**src/rtl/uart_pkg.sv**
```systemverilog
// uart_pkg: shared FSM states, parity codes and baud divisor helper for the UART paths.
package uart_pkg;

  typedef enum logic [2:0] {IDLE, START, DATA, PAR, STOP} state_t;

  localparam int PAR_NONE = 0;
  localparam int PAR_ODD  = 1;
  localparam int PAR_EVEN = 2;

  // Rounded to the nearest whole clock count per bit.
  function automatic int baud_div(input int clk_freq, input int baud);
    return (clk_freq + baud / 2) / baud;
  endfunction

endpackage

```
**src/rtl/uart_tx_fifo_sync_fifo.sv**
```systemverilog
// sync_fifo: single-clock FIFO with an explicit occupancy count separating full from empty.
module sync_fifo #(
  parameter int WIDTH = 8,
  parameter int DEPTH = 16,
  localparam int AW = $clog2(DEPTH),
  localparam int LW = $clog2(DEPTH + 1)
) (
  input  logic             clk,
  input  logic             rst,
  input  logic             push,
  input  logic [WIDTH-1:0] din,
  input  logic             pop,
  output logic [WIDTH-1:0] dout,
  output logic             full,
  output logic             empty,
  output logic [LW-1:0]    level
);

  if (DEPTH < 2 || (DEPTH & (DEPTH - 1)) != 0) begin : g_depth_chk
    $error("sync_fifo: DEPTH must be a power of two >= 2");
  end

  logic [WIDTH-1:0] mem [DEPTH];
  logic [AW-1:0]    wr_ptr;
  logic [AW-1:0]    rd_ptr;

  // Pointers wrap naturally because DEPTH is a power of two.
  always_ff @(posedge clk or posedge rst)
    if (rst) begin
      wr_ptr <= '0;
      rd_ptr <= '0;
      level  <= '0;
    end else begin
      if (push) wr_ptr <= wr_ptr + 1'b1;
      if (pop) rd_ptr <= rd_ptr + 1'b1;
      level <= level + LW'(push) - LW'(pop);
    end

  always_ff @(posedge clk)
    if (push) mem[wr_ptr] <= din;

  assign dout  = mem[rd_ptr];
  assign full  = level == LW'(DEPTH);
  assign empty = level == '0;

endmodule

```
**src/rtl/uart_tx_fifo.sv**
```systemverilog
// uart_tx_fifo: FIFO-buffered UART transmitter; start, LSB-first data, optional parity, 1-2 stop bits.
module uart_tx_fifo
  import uart_pkg::*;
#(
  parameter int CLK_FREQ   = 50000000,
  parameter int BAUD       = 115200,
  parameter int DATA_BITS  = 8,
  parameter int PARITY     = 0,
  parameter int STOP_BITS  = 1,
  parameter int FIFO_DEPTH = 16,
  localparam int LW = $clog2(FIFO_DEPTH + 1)
) (
  input  logic                 clk,
  input  logic                 rst,
  input  logic [DATA_BITS-1:0] tx_data,
  input  logic                 tx_valid,
  output logic                 tx_ready,
  output logic [LW-1:0]        fifo_level,
  output logic                 tx_busy,
  output logic                 rs232_tx
);

  localparam int DIV = baud_div(CLK_FREQ, BAUD);
  localparam int CW  = $clog2(DIV);

  if (DIV < 4) begin : g_div_chk
    $error("uart_tx_fifo: DIV must be >= 4");
  end
  if (DATA_BITS < 5 || DATA_BITS > 9) begin : g_bits_chk
    $error("uart_tx_fifo: DATA_BITS must be 5..9");
  end
  if (PARITY < 0 || PARITY > 2) begin : g_par_chk
    $error("uart_tx_fifo: PARITY must be 0, 1 or 2");
  end
  if (STOP_BITS < 1 || STOP_BITS > 2) begin : g_stop_chk
    $error("uart_tx_fifo: STOP_BITS must be 1 or 2");
  end

  state_t               state;
  logic [CW-1:0]        cnt;
  logic [3:0]           bits;
  logic [DATA_BITS-1:0] shift;
  logic [DATA_BITS-1:0] head;
  logic                 par;
  logic                 push;
  logic                 pop;
  logic                 full;
  logic                 empty;
  logic                 bit_end;
  logic                 data_last;
  logic                 stop_last;

  sync_fifo #(.WIDTH(DATA_BITS), .DEPTH(FIFO_DEPTH)) fifo (
    .clk  (clk),
    .rst  (rst),
    .push (push),
    .din  (tx_data),
    .pop  (pop),
    .dout (head),
    .full (full),
    .empty(empty),
    .level(fifo_level)
  );

  assign push      = tx_valid && tx_ready;
  assign bit_end   = cnt == CW'(DIV - 1);
  assign data_last = bits == 4'(DATA_BITS - 1);
  assign stop_last = bits == 4'(STOP_BITS - 1);
  assign pop       = !empty && (state == IDLE || (state == STOP && bit_end && stop_last));
  assign tx_busy   = state != IDLE || fifo_level != '0;

  // tx_ready is registered from the next occupancy so a push can never land on a full FIFO.
  always_ff @(posedge clk or posedge rst)
    if (rst) begin
      state    <= IDLE;
      cnt      <= '0;
      bits     <= '0;
      shift    <= '0;
      par      <= 1'b0;
      tx_ready <= 1'b0;
      rs232_tx <= 1'b1;
    end else begin
      tx_ready <= !((full || (fifo_level == LW'(FIFO_DEPTH - 1) && push)) && !pop);
      rs232_tx <= state == START ? 1'b0 : state == DATA ? shift[0] : state == PAR ? par : 1'b1;
      cnt      <= (state == IDLE || bit_end) ? '0 : cnt + 1'b1;
      if (pop) begin
        state <= START;
        shift <= head;
        bits  <= '0;
        par   <= PARITY == PAR_ODD ? ~^head : ^head;
      end else if (bit_end)
        case (state)
          START: state <= DATA;
          DATA: begin
            shift <= shift >> 1;
            bits  <= data_last ? '0 : bits + 1'b1;
            if (data_last) state <= PARITY == PAR_NONE ? STOP : PAR;
          end
          PAR: state <= STOP;
          STOP: begin
            bits <= bits + 1'b1;
            if (stop_last) state <= IDLE;
          end
          default: state <= IDLE;
        endcase
    end

endmodule
```
**config.mk**
```make
export PLATFORM = sky130hd
export DESIGN_NAME = uart_tx_fifo
export DESIGN_NICKNAME = d
export VERILOG_FILES = /design/src/rtl/uart_pkg.sv /design/src/rtl/uart_tx_fifo_sync_fifo.sv /design/src/rtl/uart_tx_fifo.sv
export SDC_FILE = /design/constraint.sdc
export NUM_CORES = 1
export LEC_CHECK = 0
export ABC_AREA = 0
export CAP_MARGIN = 10
export CORE_UTILIZATION = 33
export CTS_CLUSTER_SIZE = 28
export DETAILED_ROUTE_END_ITERATION = 16
export PLACE_DENSITY = 0.54
export SYNTH_ARGS = -nofsm -noshare
export SYNTH_HDL_FRONTEND = slang
export SYNTH_SLANG_ARGS = --single-unit
```
**constraint.sdc**
```tcl
create_clock -name clk -period 6.2 [get_ports clk]
set_input_delay 1.24 -clock clk [delete_from_list [all_inputs] [get_ports clk]]
set_output_delay 1.24 -clock clk [all_outputs]
set_load 0.1 [all_outputs]
```
==> flow_metrics.tcl <==
set metrics [dict create \
    path_clk_slew_ns 0.06 \
    synthesis.instances 429 \
    cts_made_buffers 17 \
    cts_setup_buffers 0 \
    dp_slack_ns 2.573 \
    required_ns 4.96 \
    ys_types 42 \
    gp_congestion 0.7427 \
    critPathLaunchType "register" \
    period_needed_ns 3.798 \
    die_h_um 148.2 \
    areaGrowthSynthToFinish_pct 14.20 \
    tightest_slew_ns 1.014 \
    cts_num_sinks 168 \
    rrSetupSlack_ns 2.58 \
    io_pins 19 \
    whs_path_depth 2 \
    rows 53 \
    nets 481 \
    seq_area_frac_synth_pct 68.67 \
    arrival_ns 2.56 \
    fmax_ghz 0.2633 \
    die_w_um 148.2 \
    antenna_cells 0 \
    fill_cells 1897 \
    min_path_type "register to register" \
    syn_area_mm2 0.007057 \
    drt_first_pass_iters 4 \
    drc 0 \
    routed_wl_um 13190 \
    syn_nets 457 \
    end_kind "output pin" \
    core-area_mm2 0.02102 \
    fin_ws_ns 2.402 \
    clock_path_buffers 2 \
    postRouteAntennaNets 0 \
    avgRoutedWirePerCell_um 17.85 \
    ir_drop_mv 0.1950 \
    post-route-period-util_pct 61.25 \
    finalMaxSlewViolations 0 \
    grt_pass1_wl_um 21330 \
    drt_iter0_drc 207 \
    antenna_found_initial 0 \
    relSlewSlack_pct 31.80 \
    hold_violations 0 \
    finClkSkew_ns 0.006190 \
    port_buffers 18 \
    syn_area_per_cell_um2 16.45 \
    hpwl_um 8803 \
    initial_core_util_pct 33.57 \
    power_w 0.002894 \
    clk_latency_ns 0.42 \
    cts-root-buf "clkbuf_16" \
    reg2reg_from "cnt[0]" \
    postCtsHoldBufs 0 \
    grt_pass1_vias 3817 \
    holdWs_ns 0.5000 \
    cap_violations 0 \
    leakagePower_nw 2.823 \
    setup_viol 0 \
    path_max_fanout 4 \
    grtUsageTotal_pct 13.24 \
    status "complete, no violations" \
    routed_via_density 4.865 \
    grt_max_degree 41 \
    cts-resized-gates 0 \
    cts_tree "done" \
    yosysWarnings 0 \
    vias 3595 \
    drive_gt1_share_pct 13.15 \
    reg2reg_to "fifo.level[4]" \
    rsz0062_at_grt "no" \
    pwr_density_cell_mw_per_mm2 359.1 \
    grt-ovfl-total 0 \
    fin_setup_tns_ns 0 \
    whs_endpoint "shift[2]" \
    critPathKind "register to output pin" \
    r2r_cells 14 \
    ys_ff_latch 168 \
    final_util_pct 38.34 \
    hp-start "shift[2]" \
    die_area_mm2 0.02197 \
    cts_max_level 4 \
]
==> metrics by stage <==
step                instances  cell area (um2)
finish                    739             8059
global route              739             8059
CTS                       739             8059
detailed placement        709             7502
global placement          709             7502
floorplan                 429             7057
==> how the worst max path moves through the flow <==
stage | endpoint | cells after the start | startpoint | slack, ns
after detailed placement | fifo.level[4] | 14 | cnt[0] | 2.57
after global routing | fifo.level[4] | 15 | cnt[1] | 2.25
after global placement | fifo.level[4] | 14 | cnt[0] | 2.67
final | tx_busy | 5 | fifo.level[2] | 2.40
after CTS | tx_busy | 5 | fifo.level[2] | 2.38
after floorplan | tx_busy | 4 | fifo.level[2] | 2.77
==> cells in the mapped netlist (all sizes together) <==
| cell | number | area (um2) |
|---|---|---|
| a22oi | 20 | 150.1 |
| mux2i | 3 | 30.03 |
| and3 | 5 | 31.28 |
| dfrtp | 39 | 975.9 |
| and2 | 13 | 81.33 |
| o211ai | 1 | 7.510 |
| nand4 | 3 | 25.02 |
| o21ai | 13 | 65.06 |
| nor2 | 26 | 97.59 |
| nand2 | 36 | 135.1 |
| a2bb2oi | 1 | 8.760 |
| nor2b | 3 | 18.77 |
| xnor2 | 21 | 183.9 |
| clkinv | 1 | 3.750 |
| fa | 1 | 20.02 |
| nor3 | 2 | 10.01 |
| mux4 | 32 | 743.2 |
| a21o | 2 | 15.01 |
| xor2 | 4 | 35.03 |
| ha | 16 | 200.2 |
| clkbuf | 4 | 15.01 |
| buf | 11 | 81.33 |
| a21oi | 5 | 25.02 |
| dfstp | 1 | 26.28 |
| nor3b | 2 | 15.01 |
| nand3 | 13 | 65.06 |
| and4b | 1 | 10.01 |
| inv | 14 | 52.55 |
| nand4b | 2 | 17.52 |
| nand3b | 2 | 15.01 |
| nor4b | 1 | 23.77 |
| edfxtp | 128 | 3844 |
| o31ai | 1 | 7.510 |
| a311o | 1 | 10.01 |
| mux2 | 1 | 11.26 |
==> logic make-up (layout without fill, tap and decap cells) <==
family / count (synthesis) / in the layout / share of synthesized area [%]
flops: 168 / 168 / 68.67
fa+ha+maj: 17 / 17 / 3.121
compound gates: 44 / 44 / 4.096
xor+xnor: 25 / 25 / 3.103
mux: 36 / 36 / 11.12
buf+inv: 30 / 65 / 2.163
simple gates: 109 / 109 / 7.730
==> per-layer routing <==
| metal | track usage (%) | routed length (um) | vias up | share of wire [%] |
|---|---|---|---|---|
| met4 | 6.598 | 284 | 0 | 2.2 |
| li1 | - | - | 1676 | - |
| met5 | 0 | 0 | - | 0 |
| met1 | 16.63 | 5989 | 1869 | 45 |
| met3 | 2.883 | 190 | 16 | 1.4 |
| met2 | 21.64 | 6723 | 34 | 51 |
==> cell type report <==
| class | instances | area [um2] | share of cell area, % |
|---|---|---|---|
| Clock buffer | 18 | 429.2 | 5.325 |
| Tap cell | 275 | 344.1 | 4.270 |
| Timing Repair Buffer | 20 | 195.2 | 2.422 |
| Clock inverter | 12 | 127.6 | 1.584 |
| Inverter | 15 | 56.30 | 0.6986 |
| Multi-Input combinational cell | 231 | 2058 | 25.54 |
| Sequential cell | 168 | 4848 | 60.16 |
==> state kept, by name (all words and copies together), names as in the netlist <==
| signal | count |
|---|---|
| fifo.mem | 128 |
| cnt | 9 |
| shift | 8 |
| fifo.level | 5 |
| bits | 4 |
| fifo.rd_ptr | 4 |
| fifo.wr_ptr | 4 |
| state | 3 |
| par | 1 |
| rs232_tx | 1 |
| tx_ready | 1 |
==> report_power, final <==
group / internal (W) / switching, W / total [W]
sequential: 0.00134 / 0.0000577 / 0.00139
combinational: 0.000163 / 0.000331 / 0.000495
clock: 0.000586 / 0.000419 / 0.00101
total: 0.00209 / 0.000808 / 0.00289
==> worst max-delay path: stages, from the launching register on <==
cell and delay, ns:
dfrtp_1 0.40, inv_1 0.08, ha_1 0.22, nand3b_1 0.17, nand3b_1 0.13, clkdlybuf4s50_1 1.13
==> placed cells by master, fill, tap and decap left out, types with 4 or more instances in the layout <==
master,instances
and2_1,13
xnor2_1,21
clkbuf_16,17
and3_1,5
a21oi_1,5
xor2_1,4
ha_1,16
o21ai_0,12
mux4_2,26
clkinvlp_4,5
mux4_1,6
edfxtp_1,128
nand2_1,36
dfrtp_1,37
nand3_1,13
nor2_1,26
inv_1,14
a22oi_1,20
clkdlybuf4s50_1,18
(Power assumes the default switching activity.)
